[config.mk]
export PLATFORM = sky130hd
export DESIGN_NAME = sa_feed_skew
export DESIGN_NICKNAME = d
export VERILOG_FILES = /design/src/rtl/sa_feed_skew.sv
export SDC_FILE = /design/constraint.sdc
export NUM_CORES = 1
export LEC_CHECK = 0
export CAP_MARGIN = 5
export CORE_AREA = 2 2 113 115
export DETAILED_ROUTE_END_ITERATION = 10
export DIE_AREA = 0 0 115 117
export GPL_TIMING_DRIVEN = 0
export PLACE_DENSITY_LB_ADDON = 0.12
export SLEW_MARGIN = 10
export SYNTH_ARGS = -nofsm -noshare
export SYNTH_HDL_FRONTEND = slang
export SYNTH_SLANG_ARGS = --single-unit
[constraint.sdc]
create_clock -name CLK -period 3.2 [get_ports CLK]
set_clock_uncertainty 0.15 [all_clocks]
set_input_delay 0.64 -clock CLK [delete_from_list [all_inputs] [get_ports CLK]]
set_output_delay 0.64 -clock CLK [all_outputs]
set_load 0.01 [all_outputs]
[src/rtl/sa_feed_skew.sv]
`default_nettype none
// ============================================================================
// Module   : sa_feed_skew
// Purpose  : Input feeder for a registered systolic array. Accepts one A and
//            one B vector per handshake and re-times them into the diagonal
//            skew the array expects (lane i lags lane 0 by i cycles). After
//            the last vector of a tile it zero-flushes the skew pipeline and
//            pulses tile_done as the final element leaves lane HPE-1.
// Revision : 1.0 - initial release
// ----------------------------------------------------------------------------
// Ports
//   CLK        in   1          clock, rising edge
//   RST        in   1          synchronous active-high reset
//   a_in       in   WIDTH*HPE  A vector, lane i = a_in[i*WIDTH +: WIDTH]
//   b_in       in   WIDTH*HPE  B vector, same packing
//   in_valid   in   1          a_in/b_in/in_last valid
//   in_last    in   1          final vector of the tile
//   in_ready   out  1          feeder accepts a vector this cycle
//   sa_a       out  WIDTH*HPE  skewed A to the array
//   sa_b       out  WIDTH*HPE  skewed B to the array
//   lane_vld   out  HPE        lane i of sa_a/sa_b carries real data
//   tile_done  out  1          one-cycle pulse, tile fully drained
//   tile_cnt   out  CW         vectors accepted in current/most recent tile
//   ovf_err    out  1          sticky, a tile reached K_MAX without in_last
// ============================================================================
module sa_feed_skew #(
  parameter int HPE   = 4,
  parameter int WIDTH = 8,
  parameter int K_MAX = 256,
  parameter int CW    = 9
) (
  input  logic                 CLK,
  input  logic                 RST,
  input  logic [WIDTH*HPE-1:0] a_in,
  input  logic [WIDTH*HPE-1:0] b_in,
  input  logic                 in_valid,
  input  logic                 in_last,
  output logic                 in_ready,
  output logic [WIDTH*HPE-1:0] sa_a,
  output logic [WIDTH*HPE-1:0] sa_b,
  output logic [HPE-1:0]       lane_vld,
  output logic                 tile_done,
  output logic [CW-1:0]        tile_cnt,
  output logic                 ovf_err
);

  // Flush counter must hold HPE-2.
  localparam int FW = (HPE > 2) ? $clog2(HPE - 1) : 1;
  localparam logic [FW-1:0] c_FLUSH_LOAD = FW'(HPE - 2);
  localparam logic [CW-1:0] c_CNT_LIMIT  = CW'(K_MAX - 1);
  localparam logic [CW-1:0] c_CNT_ONE    = CW'(1);

  typedef enum logic [1:0] {
    S_IDLE   = 2'd0,
    S_STREAM = 2'd1,
    S_FLUSH  = 2'd2
  } state_t;

  state_t        r_state,    w_state_nxt;
  logic [FW-1:0] r_fcnt,     w_fcnt_nxt;
  logic [CW-1:0] r_tile_cnt, w_tile_cnt_nxt;
  logic          r_ovf,      w_ovf_nxt;
  logic          r_done,     w_done_nxt;
  logic          w_acc;

  assign in_ready  = (r_state != S_FLUSH);
  assign w_acc     = in_valid & in_ready;
  assign tile_done = r_done;
  assign tile_cnt  = r_tile_cnt;
  assign ovf_err   = r_ovf;

  // --------------------------------------------------------------------------
  // Control FSM: state register
  // --------------------------------------------------------------------------
  always_ff @(posedge CLK) begin
    if (RST) begin
      r_state    <= S_IDLE;
      r_fcnt     <= '0;
      r_tile_cnt <= '0;
      r_ovf      <= 1'b0;
      r_done     <= 1'b0;
    end else begin
      r_state    <= w_state_nxt;
      r_fcnt     <= w_fcnt_nxt;
      r_tile_cnt <= w_tile_cnt_nxt;
      r_ovf      <= w_ovf_nxt;
      r_done     <= w_done_nxt;
    end
  end

  // --------------------------------------------------------------------------
  // Control FSM: next state
  // --------------------------------------------------------------------------
  always_comb begin
    w_state_nxt    = r_state;
    w_fcnt_nxt     = r_fcnt;
    w_tile_cnt_nxt = r_tile_cnt;
    w_ovf_nxt      = r_ovf;
    w_done_nxt     = 1'b0;

    case (r_state)
      S_IDLE: begin
        if (w_acc) begin
          w_tile_cnt_nxt = c_CNT_ONE;
          if (in_last) begin
            w_state_nxt = S_FLUSH;
            w_fcnt_nxt  = c_FLUSH_LOAD;
          end else begin
            w_state_nxt = S_STREAM;
          end
        end
      end

      S_STREAM: begin
        if (w_acc) begin
          w_tile_cnt_nxt = r_tile_cnt + c_CNT_ONE;
          // Reaching K_MAX closes the tile even without in_last; that case
          // is recorded as a sticky overflow.
          if (in_last || (r_tile_cnt == c_CNT_LIMIT)) begin
            w_state_nxt = S_FLUSH;
            w_fcnt_nxt  = c_FLUSH_LOAD;
          end
          if (!in_last && (r_tile_cnt == c_CNT_LIMIT)) begin
            w_ovf_nxt = 1'b1;
          end
        end
      end

      S_FLUSH: begin
        // HPE-1 flush cycles: the edge leaving FLUSH is the one that moves
        // the last element onto lane HPE-1, so tile_done lines up with it.
        if (r_fcnt == '0) begin
          w_state_nxt = S_IDLE;
          w_done_nxt  = 1'b1;
        end else begin
          w_fcnt_nxt = r_fcnt - 1'b1;
        end
      end

      default: begin
        w_state_nxt = S_IDLE;
      end
    endcase
  end

  // --------------------------------------------------------------------------
  // Skew pipeline: lane i is a chain of i+1 registers. Stage 0 loads zero with
  // valid low whenever nothing is accepted, so bubbles and flush slots reach
  // the array as MAC-neutral zeros.
  // --------------------------------------------------------------------------
  generate
    for (genvar i = 0; i < HPE; i++) begin : g_lane
      logic [WIDTH-1:0] r_pipe_a [0:i];
      logic [WIDTH-1:0] r_pipe_b [0:i];
      logic [i:0]       r_pipe_v;

      always_ff @(posedge CLK) begin
        if (RST) begin
          for (int s = 0; s <= i; s++) begin
            r_pipe_a[s] <= '0;
            r_pipe_b[s] <= '0;
          end
          r_pipe_v <= '0;
        end else begin
          r_pipe_a[0] <= w_acc ? a_in[i*WIDTH +: WIDTH] : '0;
          r_pipe_b[0] <= w_acc ? b_in[i*WIDTH +: WIDTH] : '0;
          r_pipe_v[0] <= w_acc;
          for (int s = 1; s <= i; s++) begin
            r_pipe_a[s] <= r_pipe_a[s-1];
            r_pipe_b[s] <= r_pipe_b[s-1];
            r_pipe_v[s] <= r_pipe_v[s-1];
          end
        end
      end

      assign sa_a[i*WIDTH +: WIDTH] = r_pipe_a[i];
      assign sa_b[i*WIDTH +: WIDTH] = r_pipe_b[i];
      assign lane_vld[i]            = r_pipe_v[i];
    end
  endgenerate

endmodule
`default_nettype wire

-- Yosys cells after proc, flatten, opt, wreduce, memory -nomap -nowiden
Memory sizes are Yosys's and may differ from the RTL's.
Cells that the tools add are included.
- reduce and logical (&&, ||, !) cells: 14
- shift-type cells: 0
- bitwise logic cells: 20
- add/sub/neg operators: 2
- eq/ne operators: 10
- $mul: 0
- divide/modulo/power cells: 0
- order comparisons: 0
- mux-type cells: 47
- operators by type and width (kind ; number):
    2-to-1 mux 8 bit ; 28
    2-to-1 mux 9 bit ; 2
    OR 1 bit ; 18
    one-hot mux 9 bit (2 select lines) ; 1
    2-to-1 mux 2 bit ; 8
    OR reduction 8 bit ; 2
    != test 2 bit (second input constant) ; 7
    one-hot mux 2 bit (3 select lines) ; 2
    adder 9 x 1 -> 9 bit (second input constant) ; 1
    == test 9 x 8 -> 1 bit (second input constant) ; 1
    2-to-1 mux 1 bit ; 6
    AND reduction 3 bit ; 2
    AND reduction 6 bit ; 1
    zero test 2 bit ; 2
    AND reduction 4 bit ; 1
    nonzero test 3 bit ; 1
    == test 2 x 1 -> 1 bit (second input constant) ; 1
    == test 2 bit (second input constant) ; 1
    nonzero test 2 bit ; 1
    OR reduction 2 bit ; 1
    subtractor 2 x 1 -> 2 bit (second input constant) ; 1
    AND 1 bit ; 1
    logical AND 1 bit ; 1
    zero test 1 bit ; 1
    other kinds (2) ; 2
- bits in latches: 0
- memory bits (writable): 160
- bits of input ports: 68
- flip-flop bits (word level): 25
- bits in read-only memories: 0
- output and inout bits: 80
- memories kept: 8
- memory list (name ; depth ; bits a word ; rd ports ; clocked after memory_dff ; write ports ; line ; text):
    g_lane[3].r_pipe_a ; 4 ; 8 ; 4 ; 0 ; 4 ; 153 ; logic [WIDTH-1:0] r_pipe_a [0:i];
    g_lane[3].r_pipe_b ; 4 ; 8 ; 4 ; 0 ; 4 ; 154 ; logic [WIDTH-1:0] r_pipe_b [0:i];
    g_lane[2].r_pipe_a ; 3 ; 8 ; 3 ; 0 ; 3 ; 153 ;
    g_lane[2].r_pipe_b ; 3 ; 8 ; 3 ; 0 ; 3 ; 154 ;
    g_lane[1].r_pipe_a ; 2 ; 8 ; 2 ; 0 ; 2 ; 153 ;
    g_lane[1].r_pipe_b ; 2 ; 8 ; 2 ; 0 ; 2 ; 154 ;
    2 more memories ; n/a ; n/a ; n/a ; n/a ; n/a ; n/a ;

-- Longest topological paths before layout
Gate-level depths: netlist of the first run.
- depth after elaboration: 5
- depth in mapped cells: 7
- gate-level depth less buffers: 7

-- Worst setup path after synthesis of the first run
Ideal clock, no wire load.
- path kind: reg2reg
- start: reg r_tile_cnt[0], in the netlist tile_cnt[0]
- end: reg r_fcnt[0]
- buffers on the path: 0
- stages on the path, launching flop included: 8
- period minus slack after synthesis: 1760 ps
- setup slack: 1440 ps
- data required time: 2992 ps
- arrival: 1552 ps
- setup time: 58 ps
- cell sequence: dfxtp_1 -> ha_1 -> nand3_1 -> nor2_1 -> ha_1 -> a21o_1 -> a2111oi_0 -> a21o_1
- longest elaborated chain between the ends: 4
- ends and longest elaborated chain (what ; line ; text):
    start: declaration ; 61 ; logic [CW-1:0] r_tile_cnt, w_tile_cnt_nxt;
    start signal: assignment ; 85 ; r_tile_cnt <= w_tile_cnt_nxt;
    == test 9 x 8 -> 1 bit ; 119 ; if (in_last || (r_tile_cnt == c_CNT_LIMIT)) begin
    logical OR 1 bit ; 119 ;
    != test 2 bit (no source line) ; n/a ;
    AND reduction 6 bit (no source line) ; n/a ;
    end signal: assignment ; 84 ; r_fcnt <= w_fcnt_nxt;
    end: declaration ; 60 ; logic [FW-1:0] r_fcnt, w_fcnt_nxt;
Every way passes these cells.
A chain may end at the register's enable or synchronous reset.

-- Worst setup path after layout of the first run
- start: reg r_state[0]
- end: out in_ready
- longest elaborated chain between the ends: 1
- ends and longest elaborated chain (what ; line ; text):
    start: declaration ; 59 ; state_t r_state, w_state_nxt;
    start signal: assignment ; 83 ; r_state <= w_state_nxt;
    != test 2 bit ; 66 ; assign in_ready = (r_state != S_FLUSH);
    end: declaration ; 38 ; output logic in_ready,
Every way passes these cells.

==> results of run 1 <==
[sequential cells by signal (all words and copies together), names as in the netlist]
| signal | count |
|---|---|
| ovf_err | 1 |
| tile_cnt | 9 |
| g_lane.r_pipe_v | 4 |
| tile_done | 1 |
| g_lane.r_pipe_a | 80 |
| g_lane.r_pipe_b | 80 |
| r_fcnt | 2 |
| r_state | 2 |
[worst max-delay path by stage]
| stage | end | slack, ps | depth (start not counted) |
|---|---|---|---|
| floorplan | r_fcnt[0] | 1440 | 7 |
| global placement | g_lane[3].r_pipe_v[1] | 680 | 4 |
| detailed placement | g_lane[3].r_pipe_v[1] | 620 | 4 |
| CTS | in_ready | 770 | 3 |
| global route | in_ready | 720 | 3 |
| finish | in_ready | 810 | 3 |
[cells in the mapped netlist (all sizes together) (2+ instances only)]
library cell / number
ha: 3
nor2: 6
or4: 2
a21oi: 8
nand3b: 2
nand2b: 2
inv: 5
nor2b: 99
o21ai: 3
a21o: 2
a2111oi: 2
nor3b: 2
dfxtp: 179
and2: 64
nand3: 4
buf: 44
clkbuf: 18
o31ai: 2
or3: 3
nand2: 3
[kinds of logic after synthesis]
group,count (synthesis),synth area share [%]
and+or+nand+nor,191,22.2
xor gates and xnor gates,1,0.163
AOI/OAI and AO/OA,22,2.62
DFF,179,66.5
buffers and inverters,67,7.82
adders and majority gates,3,0.697
[worst reg2reg max path, stage by stage, from the launching register on]
cell	delay [ps]
sky130_fd_sc_hd__dfxtp_1	350
sky130_fd_sc_hd__ha_1	250
sky130_fd_sc_hd__nand3_1	90
sky130_fd_sc_hd__nor2_1	50
sky130_fd_sc_hd__ha_1	210
sky130_fd_sc_hd__a21o_1	210
sky130_fd_sc_hd__a2111oi_0	470
sky130_fd_sc_hd__a21o_1	130
[layer usage]
| metal | track usage [%] | vias up |
|---|---|---|
| li1 | - | 1726 |
| met1 | 16.3 | 1482 |
| met2 | 22.4 | 99 |
| met3 | 7.16 | 13 |
| met4 | 7.39 | 0 |
| met5 | 0 | - |
[per-stage QoR]
stage	power [W]	hold WS [ps]	std cells	setup WS (ps)	area (um2)
after floorplan	0.00247	264	463	1440	5390
after global placement	0.00262	266	760	678	7050
after detailed placement	0.00263	270	760	624	7050
after CTS	0.00463	283	792	767	7630
after global routing	0.00475	296	792	719	7630
final	0.00458	282	792	806	7630
[power by group]
| group | switching, W | internal (W) | total, W |
|---|---|---|---|
| sequential | 0.0000156 | 0.00229 | 0.00231 |
| combinational | 0.0000945 | 0.000169 | 0.000264 |
| clock | 0.000796 | 0.00121 | 0.00201 |
| total | 0.000906 | 0.00367 | 0.00458 |
[cell type report]
class                      count  area [um2]
multi-input combinational    217        1380
timing repair buffer         147        1470
clock buffer                  23         478
buffer                        62         403
fill                        1029        4680
sequential                   179        3580
clock inverter                 9         103
inverter                       5        18.8
tap                          150         188
==> results.md, run 1 <==
| Stage | Quantity | Value |
| --- | --- | --- |
| floorplan | Standard-cell row count | 41 |
| placed design | HPWL after detailed placement | 6530 um |
| placed design | I/O Buffers | 147 |
| drt | Vias after detailed routing | 3,320 |
| worst hold path | Beginning of the worst hold path | g_lane[3].r_pipe_a[0][16] |
| logic synthesis | Post-synthesis cell type count | 35 |
| grt | Global-route wire length before repair | 14,400 um |
| timing | Hold violation total from the final report | 0 |
| timing | Highest achievable clock rate | 418 MHz |
| logic synthesis | Syn avg cell area | 11.6 um2 |
| grt | Vias in the first global route | 3,148 |
| clock network | Post-CTS Setup Bufs | 0 |
| drt | Total met2 wirelength after detailed routing | 4380 um |
| setup path | Maximum fanout along the worst path | 9 |
| setup path | End of the worst register-to-register path | r_fcnt[0] |
| setup path | Crit path buffers/inverters | 2 |
| timing | Max Transition Viols Final | 0 |
| clock network | Count of H-tree levels built during CTS | 4 |
| final layout | N_diodes | 0 |
| floorplan | Chip Height | 117 um |
| grt | Total routing usage reported by global routing | 14.3% |
| clock network | Worst skew pair latency | 410 ps |
| logic synthesis | Synthesized cell area | 5390 um2 |
| run | Number of max-capacitance violations reported | 0 |
| worst hold path | Terminating pin of the worst hold path | g_lane[3].r_pipe_a[0][24] |
| clock network | Number of buffers inserted during clock tree synthesis | 17 |
| logic synthesis | Number of storage elements in the synthesis netlist | 179 |
| clock network | Total clock sinks | 179 |
| setup path | Arr. time, crit path | 1600 ps |
| clock network | Clock-pin slew reported for the worst setup and hold paths after clock tree synthesis | 60 ps |
| drt | Total wirelength of the detailed-routed design | 9220 um |
| final layout | Layout Area Growth over Synthesis | 41.6% |
| drt | Uppermost signal routing layer after detailed routing | met4 |
| setup path | CP Cell Sequence | buf_2 > nand2b_4 > clkdlybuf4s50_1 |
| final layout | Commonest cells after routing, fill and taps aside | sky130_fd_sc_hd__dfxtp_1, sky130_fd_sc_hd__clkdlybuf4s50_1, sky130_fd_sc_hd__nor2b_1 |
| setup path | Master of the slowest instance on the critical path | sky130_fd_sc_hd__clkdlybuf4s50_1 |
| drt | Antenna viol nets, final | 0 |
| drt | DRT iter0 DRCs | 94 |
| timing | Post-layout minimum cycle time | 2390 ps |
| setup path | Reg-to-reg setup timing slack | 1250 ps |
| final layout | Commonest non-fill, non-tap cell in the layout | sky130_fd_sc_hd__dfxtp_1 |
| power | Power per standard cell area | 600 nW/um2 |
| clock network | Resize count post-CTS | 0 |
| setup path | Setup CP Type | reg -> out |
| setup path | Gate family responsible for the most delay along the worst path | buffers and inverters |
| setup path | Setup crit end kind | primary output |
| setup path | Longest individual stage delay on the worst path | 540 ps |
| grt | Initial antenna violation count | 0 |
| worst hold path | Worst hold path type | reg -> reg |
| timing | Tcrit/Tclk final | 74.8% |
| timing | Final-layout setup total negative slack | 0 ps |
| timing | Rel. slew slack | 65.9% |
| setup path | Timing startpoint of the critical path | r_state[0] |
| grt | Pin count of the biggest net entering global routing | 17 |
| clock network | Hold buffer count at CTS | 0 |
| outcome | Run status | finished clean |
| timing | Worst Tran Pin Value | 512 ps |
| logic synthesis | Number of synthesized flops with an enable pin | 0 |
| floorplan | Core region area | 12,300 um2 |
| clock network | TritonCTS clock tree | done |
| floorplan | Die Outline Area | 13,500 um2 |
| setup path | Worst reg2reg path depth | 7 |
| logic synthesis | Post-Syn Nets | 534 |
| drt | Met3 WL | 777 um |
| final layout | Share of layout cells above drive strength 1 | 12.6% |
| logic synthesis | Post-synth top area cell | sky130_fd_sc_hd__dfxtp_1 |
| logic synthesis | Cell types with the largest area share after synthesis | sky130_fd_sc_hd__dfxtp_1, sky130_fd_sc_hd__nor2b_1, sky130_fd_sc_hd__and2_1 |
| grt | Remaining global-route overflow | 0 |
| setup path | Required @ worst endpoint | 2410 ps |
| final layout | Final nets | 700 |
| logic synthesis | Ys Warns | 0 |
| floorplan | Die X-Extent | 115 um |
| drt | Total iterations of the first detailed-routing run | 4 |
| logic synthesis | Proportion of register bits with asynchronous set or reset after synthesis | 0% |
| clock network | Clock Path Buffers | 2 |
| worst hold path | Number of stages on the worst hold path | 1 |
| power | VDD IR max | 0.297 mV |
| floorplan | Starting utilization of the core area | 43.8% |
| floorplan | Top-Level Pins | 148 |
| logic synthesis | Cells after Synth | 463 |
| drt | Number of remaining DRC errors | 0 |
| final layout | End-of-flow core utilization | 62.0% |
| timing | Setup repair after global routing missed its margin | no |
| placed design | GPL Wtd Cong | 0.738 |
| logic synthesis | Share of Yosys cell area claimed by the top area cell type | 66.5% |
| drt | Mean routed wirelength per cell | 11.6 um |
| drt | Met1 WL | 3880 um |
| logic synthesis | Post-synthesis sequential area ratio | 66.5% |
| timing | Final-report setup violation count | 0 |
| power | Leakage power summed over all cells | 3.08 nW |
| drt | Ratio of routed vias to standard cells | 4.19 |
| logic synthesis | Top FF cell, synth | sky130_fd_sc_hd__dfxtp_1 |
| setup path | Kind of launch point of the worst setup path | register |
| setup path | Reg-to-reg startpoint | tile_cnt[0] |
| clock network | Clock root buffer | sky130_fd_sc_hd__clkbuf_16 |
Note: power is estimated with default switching activity, not from simulation.
==> inputs of run 2 (changes only) <==
==> constraint.sdc (replaced) <==
create_clock -name CLK -period 2.5 [get_ports CLK]
set_clock_uncertainty 0.15 [all_clocks]
set_input_delay 0.5 -clock CLK [delete_from_list [all_inputs] [get_ports CLK]]
set_output_delay 0.5 -clock CLK [all_outputs]
set_load 0.01 [all_outputs]
==> results of run 2 <==
Same layout as run 1 (identical final DEF). Status: finished clean.
Among the figures that moved: setup slack after placement 624 ps -> 63.7 ps; setup slack after layout 806 ps -> 246 ps; register-to-register setup slack 1250 ps -> 550 ps; total power 0.00458 W -> 0.00586 W; worst IR drop on VDD 0.297 mV -> 0.380 mV
